===== src/rtl/ex_mem_pipe_stage.sv =====
// ---------------------------------------------------------------------------
// ex_mem_pipe_stage
//
// Pipeline register between EX and MEM. Each rising edge performs exactly one
// action, chosen by priority:
//   FLUSH   : exception flush, slot emptied and multi-cycle carry dropped
//   BUBBLE  : this stage stalled while the downstream stage runs, so a bubble
//             is pushed down; the carry loops back so EX keeps its
//             multi-cycle op alive
//   ADVANCE : normal transfer of the upstream slot (payload masked when the
//             slot is empty)
//   HOLD    : this stage and the downstream stage are both stalled, so the
//             slot is kept and the carry loops back
// Two saturating counters record how many BUBBLE and HOLD edges occurred.
//
// Parameters
//   DW      payload width
//   CW      multi-cycle carry width ({hilo, cnt})
//   STALL_W stall vector width
//   STAGE   index of this stage in the stall vector (0..STALL_W-1)
//   CNT_W   statistics counter width
//
// Ports
//   clk         clock, rising edge
//   rst         asynchronous active-low reset
//   stall       pipeline stall vector, 1 = stop
//   flush       exception flush
//   in_valid    upstream slot holds a real instruction
//   in_payload  upstream stage data
//   carry_i     multi-cycle operation state from EX
//   clr_cnt     synchronous clear of both counters
//   out_valid   registered valid
//   out_payload registered payload
//   carry_o     registered carry returned to EX
//   bubble_cnt  number of bubbles inserted (saturating)
//   hold_cnt    number of cycles held (saturating)
// ---------------------------------------------------------------------------
module ex_mem_pipe_stage #(
  parameter int unsigned DW      = 32,
  parameter int unsigned CW      = 66,
  parameter int unsigned STALL_W = 6,
  parameter int unsigned STAGE   = 3,
  parameter int unsigned CNT_W   = 16
) (
  input  logic               clk,
  input  logic               rst,
  input  logic [STALL_W-1:0] stall,
  input  logic               flush,
  input  logic               in_valid,
  input  logic [DW-1:0]      in_payload,
  input  logic [CW-1:0]      carry_i,
  input  logic               clr_cnt,
  output logic               out_valid,
  output logic [DW-1:0]      out_payload,
  output logic [CW-1:0]      carry_o,
  output logic [CNT_W-1:0]   bubble_cnt,
  output logic [CNT_W-1:0]   hold_cnt
);

  typedef enum logic [1:0] {
    ActFlush,
    ActBubble,
    ActAdvance,
    ActHold
  } action_e;

  localparam logic [CNT_W-1:0] CntMax = '1;

  // Only stall[STAGE] and stall[STAGE+1] matter; the rest is deliberately unused.
  logic unused_stall;
  assign unused_stall = ^stall;

  // ------------------------------------------------------------------------
  // Downstream stop: the last stage has nobody below it, so it never sees one.
  // ------------------------------------------------------------------------
  logic down_stop;

  generate
    if (STAGE < STALL_W - 1) begin : g_down_stop
      assign down_stop = stall[STAGE+1];
    end else begin : g_last_stage
      assign down_stop = 1'b0;
    end
  endgenerate

  logic self_stop;
  assign self_stop = stall[STAGE];

  // ------------------------------------------------------------------------
  // Action select
  // ------------------------------------------------------------------------
  action_e action;

  always_comb begin
    action = ActHold;
    if (flush) begin
      action = ActFlush;
    end else if (self_stop && !down_stop) begin
      action = ActBubble;
    end else if (!self_stop) begin
      action = ActAdvance;
    end
  end

  // ------------------------------------------------------------------------
  // Slot and carry next state
  // ------------------------------------------------------------------------
  logic          valid_d,   valid_q;
  logic [DW-1:0] payload_d, payload_q;
  logic [CW-1:0] carry_d,   carry_q;

  always_comb begin
    valid_d   = valid_q;
    payload_d = payload_q;
    carry_d   = '0;
    unique case (action)
      ActFlush: begin
        valid_d   = 1'b0;
        payload_d = '0;
        carry_d   = '0;
      end
      ActBubble: begin
        valid_d   = 1'b0;
        payload_d = '0;
        carry_d   = carry_i;
      end
      ActAdvance: begin
        valid_d   = in_valid;
        // An empty slot must never leak stale upstream data downstream.
        payload_d = in_valid ? in_payload : '0;
        carry_d   = '0;
      end
      ActHold: begin
        carry_d   = carry_i;
      end
      default: begin
        valid_d   = 1'b0;
        payload_d = '0;
        carry_d   = '0;
      end
    endcase
  end

  // ------------------------------------------------------------------------
  // Statistics counters: clear beats increment, flush never counts.
  // ------------------------------------------------------------------------
  logic [CNT_W-1:0] bubble_d, bubble_q;
  logic [CNT_W-1:0] hold_d,   hold_q;

  always_comb begin
    bubble_d = bubble_q;
    hold_d   = hold_q;
    if (clr_cnt) begin
      bubble_d = '0;
      hold_d   = '0;
    end else begin
      if (action == ActBubble && bubble_q != CntMax) begin
        bubble_d = bubble_q + CNT_W'(1);
      end
      if (action == ActHold && hold_q != CntMax) begin
        hold_d = hold_q + CNT_W'(1);
      end
    end
  end

  // ------------------------------------------------------------------------
  // State registers
  // ------------------------------------------------------------------------
  always_ff @(posedge clk or negedge rst) begin
    if (!rst) begin
      valid_q   <= 1'b0;
      payload_q <= '0;
      carry_q   <= '0;
      bubble_q  <= '0;
      hold_q    <= '0;
    end else begin
      valid_q   <= valid_d;
      payload_q <= payload_d;
      carry_q   <= carry_d;
      bubble_q  <= bubble_d;
      hold_q    <= hold_d;
    end
  end

  assign out_valid   = valid_q;
  assign out_payload = payload_q;
  assign carry_o     = carry_q;
  assign bubble_cnt  = bubble_q;
  assign hold_cnt    = hold_q;

endmodule


===== config.mk =====
export PLATFORM = sky130hd
export DESIGN_NAME = ex_mem_pipe_stage
export DESIGN_NICKNAME = d
export VERILOG_FILES = /design/src/rtl/ex_mem_pipe_stage.sv
export SDC_FILE = /design/constraint.sdc
export NUM_CORES = 1
export LEC_CHECK = 0
export BUFFER_PORTS_ARGS = -buffer_cell sky130_fd_sc_hd__buf_2
export CAP_MARGIN = 20
export CORE_MARGIN = 1
export CORE_UTILIZATION = 47
export DETAILED_ROUTE_END_ITERATION = 12
export PLACE_DENSITY = 0.8
export SKIP_CTS_REPAIR_TIMING = 1
export SLEW_MARGIN = 20
export SYNTH_ARGS = -nofsm -noshare
export SYNTH_HDL_FRONTEND = slang
export SYNTH_SLANG_ARGS = --single-unit

===== constraint.sdc =====
create_clock -name clk -period 2.05 [get_ports clk]
set_input_delay 0.41 -clock clk [delete_from_list [all_inputs] [get_ports clk]]
set_output_delay 0.41 -clock clk [all_outputs]
set_load 0.05 [all_outputs]

==> flow_summary.yaml <==
logic_synthesis:
  synth.area.mux_share_pct: 1.696
  ys_seq_elements: 131
  seq_area_frac_synth_pct: 63.47
  synth_simple_gate_area_share_pct: 20.88
  yosysUniqueCellTypes: 44
  synthesis.nets: 532
  ys_warn_count: 0
  synthesis.area_sq_um: 5165
  synth-xor-area-share_pct: 0
  ys_async_sr_fraction_pct: 100.0
  synth_compound_area_share_pct: 11.19
  syn_area_per_cell_sq_um: 12.27
  synth_top_family_by_area: "simple AND/OR/NAND/NOR gates"
  synth-edff-count: 0
  synthCells: 421
  yosys.area_share.adder_pct: 0.4845
  ys_dominant_reg_cell: "dfrtp_1"
layout:
  stdcell_count: 821
  final_nets: 783
  area_growth_pct: 38.18
  drive_above_1_share_pct: 43.94
  final_area_sq_um: 7137
  antenna_cells: 0
pwr:
  vdd_drop_max_v: 0.0007275
  power.density_nw_per_um2: 835.9
  power.leakage_nw: 3.788
placed_design:
  gp_congestion: 0.9256
  place_area_sq_um: 6591
  port_buffers: 235
  dp_cells: 788
  hpwl_um: 9917
clocking:
  cts.sinks: 131
  htreeDepth: 4
  cts_inserted_buffers: 17
  cts_buffer_depth: 2
  cts_tree: "done"
  clk_latency_ps: 520
  cts-root-buf: "clkbuf_8"
  clk_pin_slew_ps: 60
floorplan:
  die_x_um: 106.8
  die_y_um: 106.8
  die_area_sq_um: 11410
  std_cell_rows: 37
  core_area_sq_um: 10510
  start_util_pct: 49.15
  io_pins: 240
grt:
  antenna_found_initial: 0
  grt_overflow: 0
  first_global_vias: 4284
  track_usage_pct: 24.89
  grt_start_max_net_pins: 67
  grt_first_pass_wirelength_um: 21330
detailed_routing:
  dr.pass1.iters: 5
  drc: 0
  avgViaCountPerCell: 5.337
  wire_per_inst_um: 17.06
  drt-total-wl_um: 14010
  final_antenna_net_count: 0
  num_vias: 4382
  drtIter0Drc: 226
worst_setup_path:
  worstPathRequired_ps: 2490
  worstSetupStartpointType: "flop"
  critPathArrivalTime_ps: 2430
  r2r_start: "bubble_cnt[3]"
  criticalPathCategory: "flop to flop"
  r2r_setup_slack_ps: 60
  critical_path.max_fanout: 6
  worst_setup_path_end_kind: "flop"
  reg2reg_to: "bubble_cnt[14]"
  r2r_cells: 4
timing:
  slew_headroom_pct: 60.49
  post-route-period-util_pct: 96.93
  min_period_ps: 1987
  slew_violations: 0
  setup_tns_ps: 0
  hold_viol: 0
  report.final.setup_viol: 0
  clock.fmax_mhz: 503.3
  finalClockSkew_ps: 4.467
  worst_pin_slew_ps: 587.3
min_path:
  hp-start: "carry_i[40]"
  min_to: "carry_o[40]"
  hold_depth: 2
  worstHoldPathType: "primary input to flop"
run_status:
  outcome: "finished clean"
run:
  maxCapViolCount: 0
## worst max-delay path, cell delays in order, from the launching register on
cell	delay [ps]
dfrtp_1	420
and3_1	330
or4b_4	530
or4_1	480
a21oi_1	150
## layout make-up
type	count	area, sq um
fillers	776	3372
clock inverters	8	55.05
well taps	136	170.2
inverters	8	30.03
repair buffers	252	1334
flip-flops and latches	131	3286
clock buffers	24	460.4
multi-input cells	262	1802
## cells in the mapped netlist, drive strengths merged (5+ instances only)
cell type / n / share of area (%)
nor4: 5 / 0.61
nand4: 14 / 2.0
and2: 68 / 8.2
clkbuf: 17 / 1.2
or4: 10 / 1.5
a22o: 32 / 5.4
nand3: 6 / 0.58
nor3b: 7 / 1.2
o31ai: 9 / 1.3
inv: 8 / 0.58
a21oi: 21 / 2.0
and3: 5 / 0.61
nand2: 16 / 1.2
nor2: 9 / 0.65
nor2b: 6 / 0.73
mux2: 6 / 1.3
o21ai: 9 / 0.87
nor3: 5 / 0.48
or3: 10 / 1.2
dfrtp: 131 / 63
## sequential cells by signal (all words and copies together), names as in the netlist
signal / flops
out_payload: 32
carry_o: 66
bubble_cnt: 16
hold_cnt: 16
out_valid: 1
## power by group
group | leakage, nW | switching (mW) | internal (mW) | total (mW)
clock network | 0.233 | 1.09 | 1.54 | 2.63
logic | 1.78 | 0.456 | 0.190 | 0.645
registers | 1.78 | 0.0287 | 2.66 | 2.69
## layer usage
metal / vias up / track usage [%] / wire length [um] / part of all wire [%]
met5: - / 0 / 0 / 0
li1: 2015 / - / - / -
met2: 195 / 43.55 / 7528 / 54
met1: 2158 / 27.76 / 5325 / 38
met4: 0 / 8.219 / 146 / 1.0
met3: 14 / 9.544 / 1007 / 7.2
## logic make-up after synthesis
| family | Yosys count |
|---|---|
| adders and majority gates | 2 |
| and+or+nand+nor | 171 |
| DFF | 131 |
| AOI/OAI and AO/OA | 81 |
| buffers and inverters | 28 |
| muxes | 8 |
## layout by cell type, fill, tap and decap left out, types with 6 or more instances in the layout
cell        netlist  routed
buf_2             0     234
dfrtp_1         131     125
and2_1           68      68
a22o_1           32      32
a21oi_1          21      21
nand2_1          16      16
clkbuf_16         0      16
buf_4             0      15
nand4_1          13      13
or3_1            10      10
nor2_1            9       9
o31ai_1           9       9
o21ai_0           9       9
inv_1             8       8
or4_1             8       8
mux2_2            6       6
dfrtp_2           0       6
clkinvlp_4        0       6
## through the flow
| stage | worst slack (ps) | hold slack [ps] | utilization (%) | total power [mW] |
|---|---|---|---|---|
| after CTS | 10.11 | -241.9 | 67.63 | 6.015 |
| after global routing | -19.94 | 61.50 | 67.91 | 6.173 |
| after floorplan | -104.8 | 114.4 | - | 3.101 |
| after global placement | 86.24 | 317.5 | 62.72 | 3.364 |
| after detailed placement | 54.32 | 319.9 | 62.72 | 3.379 |
| final | 62.96 | 87.76 | 67.91 | 5.966 |
## worst max-delay path by stage
stage / from / endpoint / slack (ps) / cells past startpoint
global placement: bubble_cnt[0] / bubble_cnt[8] / 90 / 5
CTS: bubble_cnt[0] / bubble_cnt[8] / 10 / 5
floorplan: bubble_cnt[9] / bubble_cnt[14] / -100 / 4
finish: bubble_cnt[3] / bubble_cnt[14] / 60 / 4
detailed placement: bubble_cnt[0] / bubble_cnt[8] / 50 / 5
global route: bubble_cnt[0] / bubble_cnt[8] / -20 / 5
Power figures use the tool's default switching activity.
